## src/rtl/dmem_arb_pkg.sv

```systemverilog
// Shared types and constants for the data-memory arbiter between the DM stage
// and the debug/loader port.
package dmem_arb_pkg;

  typedef enum logic [0:0] {
    S_CPU_PRI   = 1'b0,
    S_DBG_FORCE = 1'b1
  } arb_state_t;

  typedef enum logic [1:0] {
    G_NONE = 2'd0,
    G_CPU  = 2'd1,
    G_DBG  = 2'd2
  } grant_t;

  localparam logic [3:0] XFER_DWORD   = 4'b1000;
  localparam int         STARVE_CNT_W = 4;

endpackage

```

## src/rtl/dmem_arbiter_starve.sv

```systemverilog
// Counts consecutive cycles the debug port lost arbitration; hit fires on the
// loss that reaches the limit, and the count restarts from zero after it.
module arb_starve_counter
  import dmem_arb_pkg::*;
(
  input  logic                    clk,
  input  logic                    reset,
  input  logic                    inc,
  input  logic                    clr,
  input  logic [STARVE_CNT_W-1:0] limit,
  output logic                    hit,
  output logic [STARVE_CNT_W-1:0] count
);

  logic [STARVE_CNT_W-1:0] cnt;

  assign hit   = inc && (cnt == (limit - 1'b1));
  assign count = cnt;

  always_ff @(posedge clk or posedge reset) begin
    if (reset) begin
      cnt <= '0;
    end else if (clr || hit) begin
      cnt <= '0;
    end else if (inc) begin
      cnt <= cnt + 1'b1;
    end
  end

endmodule

```

## src/rtl/dmem_arbiter.sv

```systemverilog
// Data-memory arbiter: cpu port has priority, debug port gets a forced grant
// after STARVE_LIMIT lost cycles. Optional counters under DMEM_ARB_STATS_EN.
module dmem_arbiter
  import dmem_arb_pkg::*;
#(
  parameter int ADDR_W       = 64,
  parameter int DATA_W       = 64,
  parameter int STARVE_LIMIT = 4
) (
  input  logic                    clk,
  input  logic                    reset,
  input  logic                    cpu_req,
  input  logic                    cpu_wr,
  input  logic [ADDR_W-1:0]       cpu_addr,
  input  logic [DATA_W-1:0]       cpu_wdata,
  output logic [DATA_W-1:0]       cpu_rdata,
  output logic                    cpu_stall,
  input  logic                    dbg_req,
  input  logic                    dbg_wr,
  input  logic [ADDR_W-1:0]       dbg_addr,
  input  logic [DATA_W-1:0]       dbg_wdata,
  output logic                    dbg_ack,
  output logic [DATA_W-1:0]       dbg_rdata,
  output logic                    dbg_rvalid,
  output logic [ADDR_W-1:0]       mem_addr,
  output logic [DATA_W-1:0]       mem_wdata,
  output logic                    mem_we,
  output logic                    mem_re,
  output logic [3:0]              mem_xfer,
  input  logic [DATA_W-1:0]       mem_rdata,
`ifdef DMEM_ARB_STATS_EN
  input  logic                    stat_clr,
  output logic [31:0]             stat_conflict,
  output logic [31:0]             stat_cpu_stall,
`endif
  output logic [0:0]              arbState,
  output logic [STARVE_CNT_W-1:0] starveCnt
);

  // Handshake: cpu_req is a single-cycle request that completes when
  // cpu_stall is low; dbg_req is held until dbg_ack, and a read returns
  // data with dbg_rvalid exactly one cycle after its ack.

  arb_state_t state;
  arb_state_t stateNext;
  grant_t     grant;
  logic       forceActive;
  logic       cpuGrant;
  logic       dbgGrant;
  logic       starveInc;
  logic       starveClr;
  logic       starveHit;

  // A forced slot with no debug request behaves like a normal cpu-priority cycle.
  assign forceActive = (state == S_DBG_FORCE) && dbg_req;

  always_comb begin
    grant = G_NONE;
    if (forceActive) begin
      grant = G_DBG;
    end else if (cpu_req) begin
      grant = G_CPU;
    end else if (dbg_req) begin
      grant = G_DBG;
    end
  end

  assign cpuGrant  = (grant == G_CPU);
  assign dbgGrant  = (grant == G_DBG);
  assign starveInc = cpu_req && dbg_req && !forceActive;
  assign starveClr = dbgGrant || !dbg_req;
  assign stateNext = starveHit ? S_DBG_FORCE : S_CPU_PRI;

  arb_starve_counter u_starve (
    .clk   (clk),
    .reset (reset),
    .inc   (starveInc),
    .clr   (starveClr),
    .limit (STARVE_CNT_W'(STARVE_LIMIT)),
    .hit   (starveHit),
    .count (starveCnt)
  );

  always_ff @(posedge clk or posedge reset) begin
    if (reset) begin
      state <= S_CPU_PRI;
    end else begin
      state <= stateNext;
    end
  end

  always_comb begin
    mem_addr  = '0;
    mem_wdata = '0;
    mem_we    = 1'b0;
    mem_re    = 1'b0;
    case (grant)
      G_CPU: begin
        mem_addr  = cpu_addr;
        mem_wdata = cpu_wdata;
        mem_we    = cpu_wr;
        mem_re    = !cpu_wr;
      end
      G_DBG: begin
        mem_addr  = dbg_addr;
        mem_wdata = dbg_wdata;
        mem_we    = dbg_wr;
        mem_re    = !dbg_wr;
      end
      default: begin
        mem_addr  = '0;
      end
    endcase
  end

  assign mem_xfer  = XFER_DWORD;
  assign cpu_rdata = mem_rdata;
  assign cpu_stall = cpu_req && !cpuGrant;
  assign dbg_ack   = dbgGrant;
  assign arbState  = state;

  always_ff @(posedge clk or posedge reset) begin
    if (reset) begin
      dbg_rvalid <= 1'b0;
      dbg_rdata  <= '0;
    end else begin
      dbg_rvalid <= dbgGrant && !dbg_wr;
      if (dbgGrant && !dbg_wr) begin
        dbg_rdata <= mem_rdata;
      end
    end
  end

`ifdef DMEM_ARB_STATS_EN
  always_ff @(posedge clk or posedge reset) begin
    if (reset) begin
      stat_conflict  <= '0;
      stat_cpu_stall <= '0;
    end else if (stat_clr) begin
      stat_conflict  <= '0;
      stat_cpu_stall <= '0;
    end else begin
      if (cpu_req && dbg_req && (stat_conflict != 32'hFFFF_FFFF)) begin
        stat_conflict <= stat_conflict + 32'd1;
      end
      if (cpu_stall && (stat_cpu_stall != 32'hFFFF_FFFF)) begin
        stat_cpu_stall <= stat_cpu_stall + 32'd1;
      end
    end
  end
`endif

endmodule
```

## config.mk

```make
export PLATFORM = sky130hd
export DESIGN_NAME = dmem_arbiter
export DESIGN_NICKNAME = d
export VERILOG_FILES = /design/src/rtl/dmem_arb_pkg.sv /design/src/rtl/dmem_arbiter_starve.sv /design/src/rtl/dmem_arbiter.sv
export SDC_FILE = /design/constraint.sdc
export NUM_CORES = 1
export LEC_CHECK = 0
export ABC_AREA = 1
export BUFFER_PORTS_ARGS = -buffer_cell sky130_fd_sc_hd__buf_2
export CAP_MARGIN = 20
export CORE_AREA = 2 2 232 234
export DETAILED_ROUTE_END_ITERATION = 6
export DIE_AREA = 0 0 234 236
export MAX_ROUTING_LAYER = met4
export PLACE_DENSITY = 0.35
export SLEW_MARGIN = 20
export SYNTH_ARGS = -nofsm -noshare
export SYNTH_HDL_FRONTEND = slang
export SYNTH_SLANG_ARGS = --single-unit
```

## constraint.sdc

```tcl
create_clock -name clk -period 3.1 [get_ports clk]
set_input_delay 0.62 -clock clk [delete_from_list [all_inputs] [get_ports clk]]
set_output_delay 0.62 -clock clk [all_outputs]
set_load 0.005 [all_outputs]
```

# After elaboration in Yosys (flattened, before gate mapping)
# Cells that the tools add are included.
[op_classes] eq_ne=3 n_reduce_logical=14 mux=10 n_addsub=1
[op_table] operator="case mux 64 bit (2 select lines)" count=2
[op_table] operator="2-to-1 mux 4 bit" count=2
[op_table] operator="logical AND 1 bit" count=6
[op_table] operator="2-to-1 mux 2 bit" count=3
[op_table] operator="logical NOT 1 bit" count=5
[op_table] operator="adder 4 x 1 -> 4 bit (second input constant)" count=1
[op_table] operator="== test 4 x 2 -> 1 bit (second input constant)" count=1
[op_table] operator="case mux 1 bit (2 select lines)" count=2
[op_table] operator="== test 2 x 1 -> 1 bit (second input constant)" count=1
[op_table] operator="== test 2 bit (second input constant)" count=1
[op_table] operator="logical OR 1 bit" count=2
[op_table] operator="nonzero test 2 bit" count=1
[op_table] operator="2-to-1 mux 1 bit" count=1
[word_totals] regBits=70 in_bits=326 wordCells=32 output_inout_bits=270

# Longest topological paths before layout
[logic_depth] ltp_word=7 depth_mapped=11 ltp_nobuf=9

# Cells and area by module
# A second synthesis with hierarchy kept.
[unflattened] cells_unflattened=836 hier_area_um2=5192.5
[modules_own_cells] module="dmem_arbiter" cells_per_inst=787 n_inst=1 area_per_inst_um2=4864.7 seq_area_each_um2=1651.6
[modules_own_cells] module="arb_starve_counter" cells_per_inst=49 n_inst=1 area_per_inst_um2=327.8 seq_area_each_um2=100.1

# Worst setup path before layout
# Ideal clock, no wire load.
[synth_timing] path_type="in2out" from="input cpu_req" to="output mem_addr[60]" required_ns=2.480 t_arrival_ns=1.881 n_path_buf=2 stages=7 path_slack_ns=0.599 cell_sequence="inv_1 > nor2_1 > nor2_1 > ha_1 > clkbuf_1 > buf_1 > a21oi_1"
[synth_via] elab_chain_len=4 word_cells_on_any_way=5 cone_classes="eq/ne (2); mux (3)"
[synth_rtl] element="start: declaration" line_no="dmem_arbiter.sv:12" text="input logic cpu_req,"
[synth_rtl] element="2-to-1 mux 2 bit (*)" line_no="dmem_arbiter.sv:61" text="end else if (cpu_req) begin"
[synth_rtl] element="2-to-1 mux 2 bit (*)" line_no="dmem_arbiter.sv:59" text="if (forceActive) begin"
[synth_rtl] element="== test 2 bit / == test 2 x 1 -> 1 bit (equally long branches)" line_no="dmem_arbiter.sv:97" text="case (grant)"
[synth_rtl] element="case mux 64 bit (2 select lines) (*)" line_no="dmem_arbiter.sv:97"
[synth_rtl] element="end: declaration" line_no="dmem_arbiter.sv:25" text="output logic [ADDR_W-1:0] mem_addr,"
# Mark *: on every way between the ends. The rest lies on a longest branch, timed or not.

# Worst setup path in the final report
[layout_timing] from="register state (netlist: arbState)" to="output mem_addr[55]"
[layout_via] elab_chain_len=4 word_cells_on_any_way=5 cone_classes="eq/ne (2); mux (2); reduce/logical (1)"
[layout_rtl] element="start: declaration" line_no="dmem_arbiter.sv:44" text="arb_state_t state;"
[layout_rtl] element="start signal: assignment" line_no="dmem_arbiter.sv:88" text="state <= stateNext;"
[layout_rtl] element="logical AND 1 bit (*)" line_no="dmem_arbiter.sv:55" text="assign forceActive = (state == S_DBG_FORCE) && dbg_req;"
[layout_rtl] element="2-to-1 mux 2 bit (*)" line_no="dmem_arbiter.sv:59"
[layout_rtl] element="== test 2 bit / == test 2 x 1 -> 1 bit (equally long branches)" line_no="dmem_arbiter.sv:97"
[layout_rtl] element="case mux 64 bit (2 select lines) (*)" line_no="dmem_arbiter.sv:97"
# Marks and branches as above.

==> impl_metrics.tcl <==
set metrics [dict create \
    grt_pass1_wl_mm 43.4 \
    buffer_ports.inserted 591 \
    fill_cells 6210 \
    via_count_of_the_first_global_routing_pass 6911 \
    fin_setup_tns_ps 0 \
    setup_viol 0 \
    grt.overflow.total 0 \
    min_path_type "input pin to asynchronous set/reset pin" \
    cp_max_fo 26 \
    synth_commonest_cells "nand2_1 (468), a21oi_1 (131), dfrtp_1 (70), buf_4 (68), clkbuf_1 (23)" \
    finish.cell_count_without_fillers 2046 \
    synthesis.area_um2 5130 \
    placementRows 85 \
    post-dp-hpwl_mm 26.2 \
    finalWorstPathRequiredPeriod_ps 2900 \
    vias_per_cell 3.48 \
    slowest_delay_ps 440 \
    crit_slowest_cell "dfrtp_1" \
    detailroute.via_count 7111 \
    path_cells "nor2_4, a21oi_1, buf_4, inv_1, ha_4, buf_12, buf_4, nand2_1, a21oi_1, buf_2" \
    grt_max_degree 65 \
    finalPower_mw 3.43 \
    synth_enable_flop_cells 0 \
    totalWireLength_mm 31.3 \
    timing.critical_path.to_type "primary output" \
    ys.warnings.count 0 \
    cap_violations 0 \
    worst_skew_pair.late_latency_ps 350 \
    worst-endpoint-arrival_ps 2280 \
    cts-hold-fix-buffers 0 \
    die_height_um 236 \
    die-area_um2 55200 \
    worst_supply_voltage_drop_on_vdd_mv 0.245 \
    clockPowerShare_pct 28.5 \
    cts_buffers 9 \
    power.static_leakage_nw 5.05 \
    p_sw_share_pct 34.4 \
    intPower_mw 2.25 \
    route.detailed.drc 0 \
    antenna_found_initial 3 \
    cts.root.buffer_cell "clkbuf_16" \
    synthMostInstantiatedCell "nand2_1" \
    syn_avg_cell_area_um2 6.24 \
    tightest_slew_ps 754 \
    cts.reportedPaths.clkPinSlew_ps 60 \
    setup.worst_path.class "flip-flop to primary output" \
    cts_post_setup_buffers_inserted 0 \
    drt_iter0_drc 270 \
    grtUsageTotal_pct 10.9 \
    die_width_um 234 \
    wl_per_cell_um 15.3 \
    timing_hold_violations_final 0 \
    achievable-frequency_ghz 0.345 \
    worst_ep_required_time_ps 2480 \
    ys_async_sr_fraction_pct 100 \
    pwr-share-seq_pct 34.4 \
    numClockSinks 70 \
    yosysTopAreaCell "nand2_1" \
    cellPowerDensity_nw_per_um2 383 \
    synthesis.instances 823 \
    worst_hold_slack_ps 236 \
    status "completed" \
    routability_congestion_estimate 0.833 \
    post_synth_main_area_contributors "nand2_1 (34%), dfrtp_1 (34%), a21oi_1 (13%)" \
    place.detailed.instances 2028 \
    area.growth.synth_to_final_pct 74.5 \
    start_kind "flip-flop" \
    synthDistinctLibCells 20 \
    floorplan.initialDensity_pct 9.67 \
    core_region_area_um2 53100 \
    drive_above_1_share_pct 48.8 \
    rel_slew_slack_pct 49.7 \
    clockBufferDepth 2 \
    drt_first_pass_iters 5 \
    comb_power_share_pct 37.1 \
    detailed_place.area_um2 8630 \
    dominantRegCellSynth "dfrtp_1" \
    place_worst_setup_slack_ps 67.3 \
    fin_skew_ps 5.32 \
    finalMaxSlewViolations 0 \
    synthDominantCellAreaShare_pct 34.2 \
    setup_repair_after_global_routing_missed_its_margin "false" \
    net_count_reported_at_finish 1674 \
    final_core_utilization_pct 16.9 \
    final.period_utilization_pct 93.5 \
    top_level_ports 596 \
    synth-seq-area-share_pct 34.1 \
    cts_tree "built" \
    postLayoutSetupSlackWorst_ps 202 \
    synth_seq_cells 70 \
    finish.instance_area_um2 8960 \
    htreeDepth 3 \
    antenna_violating_nets_left 0 \
    power.switching_mw 1.18 \
]
-- cells by family after synthesis --
family / after synthesis / share of synthesized area (%)
DFF: 70 / 34.1
buffers and inverters: 136 / 16.5
AOI/OAI and AO/OA: 131 / 12.8
adders and majority gates: 4 / 0.975
xor gates and xnor gates: 1 / 0.171
and+or+nand+nor: 479 / 35.3
other: 2 / 0.146
-- cell type report --
class | count | area [um^2] | area share (%)
sequential | 70 | 1750 | 19.6
clock inverter | 5 | 35.0 | 0.391
inverter | 11 | 41.3 | 0.461
multi-input combinational | 619 | 2590 | 28.9
timing repair buffer | 633 | 3420 | 38.2
clock buffer | 10 | 239 | 2.67
tap | 696 | 871 | 9.72
antenna | 2 | 5.00 | 0.0559
-- what timing repair did --
action,CTS,global route
pin swaps,0,0
gates resized for setup,1,4
gates cloned,0,1
endpoints found under the setup margin,2,20
-- state kept, by name, indices dropped and copies added, names as in the netlist --
signal          flops
dbg_rvalid          1
dbg_rdata          64
u_starve.count      4
arbState            1
-- worst paths after layout --
kind,from,to,slack [ps],cells after the start
max,arbState$_DFF_PP0_,mem_addr[55],200,10
min,reset,dbg_rdata[47]$_DFFE_PP0P_,240,2
max reg2reg,arbState$_DFF_PP0_,dbg_rdata[39]$_DFFE_PP0P_,1010,9
min reg2reg,dbg_rdata[20]$_DFFE_PP0P_,dbg_rdata[20]$_DFFE_PP0P_,470,2
max in group asynchronous,reset,dbg_rvalid$_DFF_PP0_,2280,3
min in group clk,dbg_rdata[20]$_DFFE_PP0P_,dbg_rdata[20]$_DFFE_PP0P_,470,2
-- metal layers --
layer  part of all wire (%)  global-route usage [%]
met1                     42                    13.3
met2                     50                    18.1
met3                    7.1                    2.97
met4                   0.70                    1.99
met5                      0                       -
-- worst max-delay path, delay by kind of cell, from the launching register on --
| kind | cells | cell delay (ps) |
|---|---|---|
| AOI/OAI and AO/OA | 2 | 250 |
| adders and majority gates | 1 | 170 |
| buffers and inverters | 5 | 810 |
| DFF | 1 | 440 |
| and+or+nand+nor | 2 | 240 |
-- placed cells by master (no fill, tap or decap) --
| master | count |
|---|---|
| diode_2 | 2 |
| xor2_1 | 1 |
| nor2_2 | 1 |
| nor2_1 | 4 |
| clkbuf_8 | 1 |
| inv_2 | 3 |
| nand2_1 | 468 |
| dfrtp_1 | 70 |
| clkbuf_16 | 10 |
| a21oi_1 | 130 |
| buf_2 | 591 |
| clkinvlp_4 | 1 |
| a21oi_2 | 1 |
| nor2_4 | 1 |
| buf_4 | 31 |
| clkinv_4 | 1 |
| inv_6 | 1 |
| and2_1 | 1 |
| ha_4 | 3 |
| or2_4 | 1 |
| clkinv_2 | 2 |
| nor3_1 | 1 |
| ha_1 | 1 |
| nand3_1 | 1 |
| inv_1 | 8 |
| nand4_1 | 1 |
| buf_16 | 1 |
| buf_12 | 9 |
| conb_1 | 4 |
-- power by group through the flow --
| stage | Sequential [mW] | Combinational, mW | Clock, mW |
|---|---|---|---|
| final | 1.18 | 1.27 | 0.979 |
| after global routing | 1.21 | 1.42 | 1.07 |
| after CTS | 1.18 | 1.29 | 1.03 |
| after detailed placement | 1.19 | 1.29 | 0 |
| after global placement | 1.19 | 1.29 | 0 |
| after floorplan | 1.21 | 0.502 | 0 |
(Power assumes the default switching activity.)
